<file path="config.mk">
export PLATFORM = sky130hd
export DESIGN_NAME = pc_skip_sequencer
export DESIGN_NICKNAME = d
export VERILOG_FILES = /design/src/rtl/pc_skip_sequencer.sv
export SDC_FILE = /design/constraint.sdc
export NUM_CORES = 1
export LEC_CHECK = 0
export BUFFER_PORTS_ARGS = -buffer_cell sky130_fd_sc_hd__buf_4
export CAP_MARGIN = 30
export CORE_UTILIZATION = 45
export DETAILED_ROUTE_END_ITERATION = 8
export MAX_ROUTING_LAYER = met4
export PLACE_DENSITY = 0.75
export SYNTH_ARGS = -nofsm -noshare
export SYNTH_HDL_FRONTEND = slang
export SYNTH_SLANG_ARGS = --single-unit
</file>
<file path="constraint.sdc">
create_clock -name CLK -period 1.7 [get_ports CLK]
set_input_delay 0.085 -clock CLK [delete_from_list [all_inputs] [get_ports CLK]]
set_output_delay 0.085 -clock CLK [all_outputs]
set_load 0.02 [all_outputs]
</file>
<file path="src/rtl/pc_skip_sequencer.sv">
// Architectural PC sequencer: advances by one instruction, by two on a taken skip,
// or loads a jump target, then squashes the fall-through fetch for one cycle.
// Optional feature macro: SKIP_STATS_EN adds the saturating 8-bit skipCount port.
module pc_skip_sequencer #(
  parameter int unsigned          PC_WIDTH    = 16,
  parameter logic [PC_WIDTH-1:0]  RESET_PC    = 16'h0000,
  parameter int unsigned          INSTR_BYTES = 2
) (
  input  logic                CLK,
  input  logic                Reset,
  input  logic                stepEn,
  input  logic                stall,
  input  logic                skip,
  input  logic                jump,
  input  logic [PC_WIDTH-1:0] jumpTarget,
  output logic [PC_WIDTH-1:0] PC,
  output logic                pcValid,
  output logic                squash,
`ifdef SKIP_STATS_EN
  output logic [7:0]          skipCount,
`endif
  output logic [1:0]          dbg_state
);

  // Handshake: a step is accepted only on a rising edge where stepEn=1, stall=0
  // and the FSM is in RUN; skip/jump/jumpTarget are qualifiers sampled on that edge
  // only. stall=1 freezes every register regardless of state.

  typedef enum logic [1:0] {
    BOOT   = 2'd0,
    RUN    = 2'd1,
    SQUASH = 2'd2
  } state_t;

  localparam logic [PC_WIDTH-1:0] STEP_ONE = PC_WIDTH'(INSTR_BYTES);
  localparam logic [PC_WIDTH-1:0] STEP_TWO = PC_WIDTH'(2 * INSTR_BYTES);

  state_t              state_q, state_d;
  logic [PC_WIDTH-1:0] pc_q, pc_d;
  logic                valid_q, valid_d;
  logic                squash_q, squash_d;
  logic                skip_taken;

`ifdef SKIP_STATS_EN
  logic [7:0] cnt_q, cnt_d;
`endif

  always_ff @(posedge CLK or posedge Reset) begin
    if (Reset) begin
      state_q  <= BOOT;
      pc_q     <= RESET_PC;
      valid_q  <= 1'b0;
      squash_q <= 1'b0;
    end else begin
      state_q  <= state_d;
      pc_q     <= pc_d;
      valid_q  <= valid_d;
      squash_q <= squash_d;
    end
  end

  always_comb begin
    state_d    = state_q;
    pc_d       = pc_q;
    valid_d    = valid_q;
    squash_d   = squash_q;
    skip_taken = 1'b0;
    if (!stall) begin
      unique case (state_q)
        BOOT: begin
          valid_d = 1'b1;
          state_d = RUN;
        end
        RUN: begin
          if (stepEn) begin
            // Jump wins over skip; PC arithmetic wraps silently at PC_WIDTH.
            if (jump) begin
              pc_d     = jumpTarget;
              squash_d = 1'b1;
              state_d  = SQUASH;
            end else if (skip) begin
              pc_d       = pc_q + STEP_TWO;
              squash_d   = 1'b1;
              state_d    = SQUASH;
              skip_taken = 1'b1;
            end else begin
              pc_d = pc_q + STEP_ONE;
            end
          end
        end
        SQUASH: begin
          squash_d = 1'b0;
          state_d  = RUN;
        end
        default: begin
          state_d = BOOT;
        end
      endcase
    end
  end

`ifdef SKIP_STATS_EN
  always_ff @(posedge CLK or posedge Reset) begin
    if (Reset) begin
      cnt_q <= 8'h00;
    end else begin
      cnt_q <= cnt_d;
    end
  end

  always_comb begin
    cnt_d = cnt_q;
    if (skip_taken && (cnt_q != 8'hFF)) begin
      cnt_d = cnt_q + 8'h01;
    end
  end

  assign skipCount = cnt_q;
`else
  logic unused_skip_taken;
  assign unused_skip_taken = skip_taken;
`endif

  assign PC        = pc_q;
  assign pcValid   = valid_q;
  assign squash    = squash_q;
  assign dbg_state = state_q;

endmodule
</file>
Word level (Yosys, flattened, before mapping)
Index checks and enable logic that the tools add are counted.

Bits in registers: 20. Bits of input ports: 22. Output and inout bits: 20. Logic and storage cells: 28.

$add $sub $neg: 2. Eq/ne operators: 4. Muxes and demuxes: 10. Bitwise operators: 1. Reduce and logical (&&, ||, !) cells: 7.

Operator list (number): $mux 16 (2); $add 16x2->16 const B (1); $add 16x3->16 const B (1); $mux 2 (3); $reduce_and 3->1 (2); $pmux 2 s2 (1); $reduce_and 4->1 (1); $mux 1 (3); $ne 3x3->1 const B (1); $eq 2x1->1 const B (1); $eq 2x2->1 const B (1); $logic_not 2->1 (1); $ne 2x2->1 const B (1); $pmux 1 s2 (1); $reduce_and 2->1 (1); $reduce_bool 2->1 (1); $reduce_or 2->1 (1); $not 1->1 (1).

Longest topological paths before layout
Gate-level depths: netlist (run 1).

Depth after elaboration: 4. Mapped depth: 7. Depth with buffers taken out: 6.

Least setup slack after synthesis (run 1)
OpenSTA, ideal clock, no wires.

Kind: register -> register. Start point: register pc_q[2], in the netlist PC[2]. End point: register pc_q[14], in the netlist PC[14]. Library setup time: 0.069 ns. Arrival time: 1.869 ns. Data required time: 1.631 ns. Slack: -0.238 ns. Cell stages (with the launch flop): 6. Buffers on the path: 0. Clock period less this slack: 1.938 ns. Cells stage by stage: dfrtp_1 -> ha_1 -> o211ai_2 -> or4_1 -> or4_1 -> nand3_1.

Longest elaborated chain between the ends: 3. Elaborated cells between the ends (all ways): 4. Those cells by class: add/sub (2); mux (2).

Ends and longest elaborated chain: start, declared (RTL line 39) `logic [PC_WIDTH-1:0] pc_q, pc_d;`; start signal, assigned (RTL line 56) `pc_q <= pc_d;`; $add 16x2->16 / $add 16x3->16 (equally long branches) (RTL line 87, 82); $mux 16 (*) (RTL line 81) `end else if (skip) begin`; $mux 16 (*) (RTL line 77) `if (jump) begin`.

Mark *: on every way between the ends. The rest lies on a longest branch, timed or not. A chain may end at the register's enable or synchronous reset.

Worst setup path in the final report (run 1)
Same ends and word-level chain as after synthesis.

==> results of run 1 <==
where the power goes:
| part | switching (mW) | internal [mW] |
|---|---|---|
| Clock | 0.168 | 0.131 |
| Sequential | 0.161 | 0.669 |
| Combinational | 0.991 | 0.821 |
critical path, stage by stage (launching register included):
cell      delay [ns]
dfrtp_2         0.44
ha_4            0.16
o211ai_4        0.08
or4_4           0.42
or4_1           0.41
nand3_1         0.09
area by class of cell:
cell class,instances,share of cell area [%]
Sequential cell,20,25.9
Inverter,10,1.93
Tap cell,31,1.99
Clock buffer,4,1.86
Timing Repair Buffer,66,25.8
Multi-Input combinational cell,114,42.5
synth_stat cells, types with 5 or more instances:
| cell | number |
|---|---|
| a21oi_1 | 13 |
| clkbuf_1 | 8 |
| dfrtp_1 | 20 |
| ha_1 | 6 |
| inv_1 | 10 |
| mux2i_1 | 6 |
| nand2_1 | 7 |
| nand3_1 | 9 |
| nor2_1 | 9 |
| nor2b_1 | 8 |
| nor3_1 | 8 |
| nor4_1 | 5 |
| o21ai_0 | 9 |
final timing paths:
kind	from	end
min in group asynchronous	Reset	squash$_DFFE_PP0P_
hold reg to reg	pcValid$_DFFE_PP0P_	pcValid$_DFFE_PP0P_
max in group asynchronous	Reset	PC[8]$_DFFE_PP0P_
hold / removal	jumpTarget[12]	PC[12]$_DFFE_PP0P_
setup / recovery	PC[2]$_DFFE_PP0P_	PC[14]$_DFFE_PP0P_
setup reg to reg	PC[2]$_DFFE_PP0P_	PC[14]$_DFFE_PP0P_
flip-flops by register name, summed over array words and instances, names as in the netlist:
name,flops
dbg_state,2
pcValid,1
PC,16
squash,1
routing by layer:
metal  vias up  GRT usage [%]
met5         -              -
met4         0           13.6
met3        11           4.19
met2        60           41.7
met1       681           30.9
li1        684              -
per-stage QoR:
stage	area (um^2)	total power, mW	hold WS, ns	utilization (%)	instances
4_1_cts	1870	2.82	0.000568	67.9	243
6_report	1950	2.94	0.000256	70.6	245
2_1_floorplan	1340	1.70	0.0486	-	153
3_3_place_gp	1800	2.42	0.135	65.3	236
5_1_grt	1950	3.12	0.0277	70.6	245
3_5_place_dp	1800	2.50	0.141	65.3	236
repair_timing:
item,in CTS,in global routing
hold endpoints to repair,22,0
setup buffers,0,2
hold buffers,3,0
resized for setup,1,9
endpoints found under the setup margin,4,11
pin swaps,0,1
kinds of logic after synthesis:
family                   Yosys count
buffers and inverters             19
AND/OR/NAND/NOR                   60
flip-flops                        20
adder cells (fa/ha/maj)            6
multiplexers                       7
AO/OA/AOI/OAI                     41
==> summary.md, run 1 <==
| Metric | Value |
|---|---|
| Synth cell types | 35 |
| First-pass GRT wire length | about 6100 um |
| CTS Sinks | 20 |
| Nets@finish | 243 |
| Syn nets | about 180 |
| DRT iter0 DRCs | 62 |
| Pins Over Slew Limit | 0 |
| Compound-Gate Fraction of Synth Area | 20.5% |
| Clock transition at the registers of the reported paths | 0.12 ns |
| Share of cells above drive strength 1 | a little under two fifths |
| Critical Setup Path Class | reg -> reg |
| Met2 WL | 1880 um |
| Top post-synthesis cells by area | dfrtp_1 (38%), ha_1 (5.7%), a21oi_1 (4.9%) |
| FF+latch count, synth | 20 |
| Multi-input gate area | 828 um^2 |
| Setup slack after layout | 0.0353 ns |
| FF/Latch Area | 504 um^2 |
| Setup TNS | 0 ns |
| Clock latency on the worst-skew pair | between 0.3 and 0.4 ns |
| Yosys warnings | 0 |
| Relative slew slack | 73.5% |
| Number of global-route vias before repair | 1385 |
| LEAKAGE | 0.882 nW |
| Hold path depth | 3 |
| DRT antenna net count | 0 |
| Power per Cell Area | 1510 mW/mm^2 |
| Status | complete, no violations |
| Final Skew | 0.00274 ns |
| Adder-Cell Fraction of Synth Area | 5.70% |
| Unrepaired setup endpoints after global routing | true |
| Final wirelength | about 3800 um |
| CTS Root Buffer Type | clkbuf_4 |
| Setup violations, final | 0 |
| Die ar. | 0.00315 mm^2 |
| CTS max path bufs | 2 |
| Top_reg_cell synth | dfrtp_1 |
| Synth area leader | dfrtp_1 |
| Gr usage total | 25.8% |
| Reg2Reg Depth | 5 |
| Fin crit period | approximately 1.7 ns |
| Worst Hold Class | in -> reg |
| Num CTS Buffers | 3 |
| Gpl congestion | 0.915 |
| Number of synthesized flops with an enable pin | 0 |
| Initial antenna violation count | 0 |
| GRT overflow | 0 |
| WP data required | 1.97 ns |
| Via count | 1436 |
| Met3 routed WL | 202 um |
| Reg2Reg Setup Slack | ~0.035 ns |
| Top Layer Used | met4 |
| DRC | 0 |
| Mapped Area | 0.00132 mm^2 |
| H-tree depth | 1 |
| Top cell type's share of synthesized area | 38.0% |
| Xor/xnor share of the synthesized area | 0% |
| Post-Place Setup Slack | -0.0610 ns |
| Most common cell after layout, fill and taps aside | buf_4 |
| Final HPWL DP | 2760 um |
| P&R area growth vs syn | 47.9% |
| Routed WL per cell | 15.6 um |
| Worst Path Arrival | 1.93 ns |
| Die height | 56.1 um |
| Main combinational cell family by area after synthesis | simple AND/OR/NAND/NOR gates |
| Core area | 0.00276 mm^2 |
| Least-Margin Pin Slew | 0.398 ns |
| CP Capture Type | flop |
| I/O pins | 42 |
| Mux cell area share after synthesis | roughly 5.4% |
| Cell Rows | 19 |
| Fin. Hold Viols | 0 |
| Largest net degree at the start of global routing | 46 |
| Most frequent cells in the layout | buf_4 (63), dfrtp_1 (17), a21oi_1 (13) |
| Die width | 56.1 um |
| PortBufs | a little over 40 |
| Starting Density | around 48% |
| Crit share post-route | a little over nine tenths |
| Vias per cell | 5.86 |
| Simple-gate portion of the synthesized area | 24.9% |
| Post-Syn Instances | 153 |
| Register area share after synthesis | 38.0% |
| Antenna diodes | 0 |
| Fillers | 217 |
| Routed length on met1 | 1610 um |
| CP Launch Type | flop |
| CTS tree | built |
| Max-Cap Viols | 0 |
| IR drop worst, VDD | roughly 980 uV |
| Mapped Avg Cell Area | 8.61 um^2 |
| Critical path peak fanout | 4 |
| Maximum achievable frequency | between 0.6 and 0.7 GHz |
| Drt pass-1 iters | 6 |
| Synth async-reset ratio | 100% |
(Power assumes the default switching activity.)
==> run 2, diff against run 1 <==
--- a/config.mk
+++ b/config.mk
@@ -10,7 +10,7 @@
 export CORE_UTILIZATION = 45
 export DETAILED_ROUTE_END_ITERATION = 8
 export MAX_ROUTING_LAYER = met4
-export PLACE_DENSITY = 0.75
+export PLACE_DENSITY = 0.83
 export SYNTH_ARGS = -nofsm -noshare
 export SYNTH_HDL_FRONTEND = slang
 export SYNTH_SLANG_ARGS = --single-unit
==> summary.md, run 2 (synthesis results as in run 1) <==
| Metric | Value |
|---|---|
| Status | complete, no violations |
| Die width | 56.1 um |
| Final HPWL DP | 2620 um |
| Via count | about 1.4k |
| CP Capture Type | flop |
| Clock transition at the registers of the reported paths | between 0.1 and 0.15 ns |
| Fin crit period | between 1.5 and 2 ns |
| Maximum achievable frequency | 0.601 GHz |
| DRT iter0 DRCs | 26 |
| Die height | 56.1 um |
| Pins Over Slew Limit | 0 |
| Layout Cells excl Fill | 244 |
| Cell Rows | 19 |
| PortBufs | 41 |
| Drt pass-1 iters | 4 |
| DRT antenna net count | 0 |
| Most frequent cells in the layout | buf_4 (63), dfrtp_1 (17), a21oi_1 (13) |
| Setup violations, final | 0 |
| Relative slew slack | 73.9% |
| CTS max path bufs | 2 |
| DRC | 0 |
| WP data required | ~2 ns |
| First-pass GRT wire length | 6100 um |
| CTS Sinks | 20 |
| Number of global-route vias before repair | 1308 |
| CTS tree | built |
| Power per Cell Area | 1550 mW/mm^2 |
| GRT overflow | 0 |
| CTS Root Buffer Type | clkbuf_4 |
| CP Launch Type | flop |
| Max-Cap Viols | 0 |
| Critical path peak fanout | 4 |
| P&R area growth vs syn | 45.8% |
| Unrepaired setup endpoints after global routing | true |
| H-tree depth | 1 |
| Die ar. | 0.00315 mm^2 |
| Least-Margin Pin Slew | 0.391 ns |
| Largest net degree at the start of global routing | 46 |
| Worst Hold Class | in -> reg |
| Fin. Hold Viols | 0 |
| Max reg flops | 16 |
| Crit share post-route | 97.9% |
| Num CTS Buffers | 3 |
| Final Skew | 0.00289 ns |
| Clock latency on the worst-skew pair | 0.31 ns |
| Final wirelength | between 3000 and 4000 um |
| Fillers | 221 |
| Share of cells above drive strength 1 | a little under two fifths |
| Gr usage total | 24.9% |
| Vias per cell | 5.76 |
| Starting Density | a little under half |
| LEAKAGE | 0.877 nW |
| Routed WL per cell | 15.1 um |
| Nets@finish | between 200 and 250 |
| Placed insts | between 200 and 250 |
| Antenna diodes | 0 |
| Worst Path Arrival | about 1.9 ns |
| Most common cell after layout, fill and taps aside | buf_4 |
| IR drop worst, VDD | 950 uV |
| Core area | 0.00276 mm^2 |
| I/O pins | 42 |
| Hold WS | 0.0193 ns |
| Critical Setup Path Class | reg -> reg |
| Gpl congestion | 0.801 |
| Initial antenna violation count | 0 |
run 2: final cells by class:
cell class	instances	area (um^2)	share of cell area (%)
Tap cell	31	38.8	2.02
Timing Repair Buffer	65	493	25.7
Inverter	10	37.5	1.95
Sequential cell	20	504	26.3
Clock inverter	1	30.0	1.56
Multi-Input combinational cell	114	795	41.4
Clock buffer	3	22.5	1.17
run 2: stage by stage:
stage	cell area (um^2)	power (mW)	utilization [%]	setup slack [ns]	setup TNS (ns)
after floorplan	1340	1.70	-	-0.0142	-0.0142
after global placement	1820	2.42	65.9	0.0960	0
after detailed placement	1820	2.50	65.9	0.0217	0
after CTS	1900	2.93	68.8	0.0233	0
after global routing	1920	3.16	69.6	-0.0170	-0.0313
final	1920	2.98	69.6	0.0357	0
run 2: critical path: stages (launching register included):
cell	delay (ns)
dfrtp_2	0.43
ha_4	0.15
o211ai_2	0.09
or4_4	0.43
or4_1	0.41
nand3_1	0.10
run 2: worst paths after layout:
check / depth (start not counted) / from / endpoint / slack (ns)
worst max-delay path: 5 / PC[2]$_DFFE_PP0P_ / PC[14]$_DFFE_PP0P_ / 0.04
worst min-delay path: 3 / jumpTarget[12] / PC[12]$_DFFE_PP0P_ / 0.02
worst max register to register: 5 / PC[2]$_DFFE_PP0P_ / PC[14]$_DFFE_PP0P_ / 0.04
worst min register to register: 1 / pcValid$_DFFE_PP0P_ / pcValid$_DFFE_PP0P_ / 0.47
max in group asynchronous: 4 / Reset / PC[8]$_DFFE_PP0P_ / 1.11
min in group asynchronous: 4 / Reset / PC[1]$_DFFE_PP0P_ / 0.35
run 2: power by group:
| part | total, mW | internal, mW | switching [mW] |
|---|---|---|---|
| clock | 0.403 | 0.239 | 0.164 |
| combinational | 1.74 | 0.788 | 0.947 |
| sequential | 0.837 | 0.669 | 0.168 |
| total | 2.98 | 1.70 | 1.28 |
run 2: timing repair:
item	4_1_cts	5_1_grt
pin swaps	0	1
cloned	0	0
hold buffers	2	0
setup buffers	0	0
endpoints found under the setup margin	1	11
resized for setup	1	5
endpoints found under the hold margin	21	0
run 2: layer usage:
metal / up-vias / routed length [um] / track usage [%]
met2: 44 / 1810 / 40.3
met5: - / 0 / -
met4: 0 / 44 / 7.67
met3: 7 / 171 / 2.09
li1: 682 / - / -
met1: 672 / 1660 / 33.4
==> run 3, diff against run 2 <==
==> constraint.sdc (replaced) <==
create_clock -name CLK -period 1.7 [get_ports CLK]
set_input_delay 0.17 -clock CLK [delete_from_list [all_inputs] [get_ports CLK]]
set_output_delay 0.17 -clock CLK [all_outputs]
set_load 0.01 [all_outputs]
==> summary.md, run 3 (synthesis results as in run 1) <==
| Metric | Value |
|---|---|
| Setup slack after layout | roughly 0.052 ns |
| WP data required | 1.96 ns |
| Drt pass-1 iters | 5 |
| Clock transition at the registers of the reported paths | 0.12 ns |
| Via count | 1417 |
| Status | complete, no violations |
| Maximum achievable frequency | slightly above 0.6 GHz |
| Die height | roughly 56 um |
| Die ar. | 0.00315 mm^2 |
| CTS max path bufs | 2 |
| Setup violations, final | 0 |
| WP buf/inv | 0 |
| CP Capture Type | flop |
| CP peak stage delay | around 0.43 ns |
| Gr usage total | 26.0% |
| CP Launch Type | flop |
| Worst Hold Class | in -> reg |
| Pins Over Slew Limit | 0 |
| Routed WL per cell | 15.4 um |
| Critical path peak fanout | 3 |
| CTS tree | built |
| Placed insts | 236 |
| P&R area growth vs syn | 42.3% |
| Max-Cap Viols | 0 |
| I/O pins | 42 |
| Clock latency on the worst-skew pair | 0.32 ns |
| CP delay by family, top | simple AND/OR/NAND/NOR gates |
| Power per Cell Area | about 1400 mW/mm^2 |
| DRT antenna net count | 0 |
| Least-Margin Pin Slew | a little under 0.4 ns |
| Fillers | 219 |
| GRT overflow | 0 |
| CTS Sinks | 20 |
| Final Util | between 60% and 70% |
| Fin. Hold Viols | 0 |
| CTS Root Buffer Type | clkbuf_4 |
| Core area | around 0.0028 mm^2 |
| DRT iter0 DRCs | 55 |
| Number of global-route vias before repair | 1427 |
| Final wirelength | 3720 um |
| Antenna diodes | 0 |
| Share of cells above drive strength 1 | 36.5% |
| Worst Path Arrival | approximately 1.9 ns |
| Post-Place Setup Slack | just under 0.002 ns |
| Relative slew slack | 74.0% |
| IR drop worst, VDD | 891 uV |
| Largest net degree at the start of global routing | 46 |
| Critical path cell sequence | ha_4, o211ai_4, or4_4, or4_1, nand3_1 |
| Nets@finish | 240 |
| LEAKAGE | 0.843 nW |
| Layout Cells excl Fill | between 200 and 250 |
| Crit-path slowest cell | or4_4 |
| Starting Density | 47.8% |
| Fin crit period | 1.65 ns |
| First-pass GRT wire length | 6270 um |
| Initial antenna violation count | 0 |
| Crit share post-route | 96.9% |
| Critical Setup Path Class | reg -> reg |
| H-tree depth | 1 |
| Most frequent cells in the layout | buf_4 (62), dfrtp_1 (17), a21oi_1 (13) |
| Final HPWL DP | 2680 um |
| Gpl congestion | 0.838 |
| Most common cell after layout, fill and taps aside | buf_4 |
| Hold WS | approximately 0.086 ns |
| Num CTS Buffers | 3 |
| Cell Rows | 19 |
| PortBufs | 41 |
| DRC | 0 |
| Die width | around 56 um |
| Final Skew | 0.00634 ns |
| Max reg flops | 16 |
| Vias per cell | 5.86 |
run 3: cell types whose count changed in the layout (fill, tap and decap cells not counted):
cell and change:
clkbuf_1 +1, nor4_2 +1, nor4_4 -2, o211ai_4 +1, bufinv_16 -1, mux2i_1 -1
dlygate4sd3_1 -1, buf_4 -1, nor4_1 +1, o211ai_2 -1, mux2i_4 +1
run 3: stage by stage:
stage | area, um^2 | power, mW | TNS, ns
6_report | 1870 | 2.66 | 0
4_1_cts | 1830 | 2.56 | -0.00476
3_5_place_dp | 1780 | 2.27 | 0
2_1_floorplan | 1320 | 1.53 | 0
3_3_place_gp | 1780 | 2.22 | 0
5_1_grt | 1870 | 2.85 | -0.0101
run 3: where the power goes:
part           switching [mW]  internal [mW]
registers               0.174          0.669
clock network           0.158         0.0919
logic                   0.771          0.794
total                    1.10           1.56
run 3: repair_timing:
| action | in CTS | in global routing |
|---|---|---|
| setup buffers | 1 | 0 |
| gates resized for setup | 1 | 8 |
| setup endpoints to repair | 2 | 9 |
| hold endpoints to repair | 7 | 0 |
| pin swaps | 0 | 1 |
| cloned | 0 | 0 |
| hold buffers | 1 | 0 |
run 3: layout make-up:
| type | instances | area [um^2] | share of cell area [%] |
|---|---|---|---|
| repair buffers | 63 | 475 | 25.4 |
| multi-input cells | 114 | 792 | 42.3 |
| inverters | 10 | 37.5 | 2.00 |
| flip-flops and latches | 20 | 504 | 26.9 |
| well taps | 31 | 38.8 | 2.07 |
| clock buffers | 4 | 26.3 | 1.40 |
run 3: routing by layer:
metal | vias to the layer above | global-route usage, % | share of wire [%]
met4 | 0 | 12.2 | 2.3
met1 | 666 | 31.9 | 41
met2 | 63 | 43.0 | 51
met5 | - | - | 0
met3 | 11 | 2.79 | 5.4
li1 | 677 | - | -
run 3: final timing paths:
check	start	endpoint	slack, ns	depth (start not counted)
worst max-delay path	PC[2]$_DFFE_PP0P_	PC[14]$_DFFE_PP0P_	0.05	5
worst min-delay path	jumpTarget[0]	PC[0]$_DFFE_PP0P_	0.09	2
worst max register to register	PC[2]$_DFFE_PP0P_	PC[14]$_DFFE_PP0P_	0.05	5
worst min register to register	pcValid$_DFFE_PP0P_	pcValid$_DFFE_PP0P_	0.49	1
max in group asynchronous	Reset	PC[10]$_DFFE_PP0P_	0.87	4
min in group asynchronous	Reset	PC[5]$_DFFE_PP0P_	0.35	3
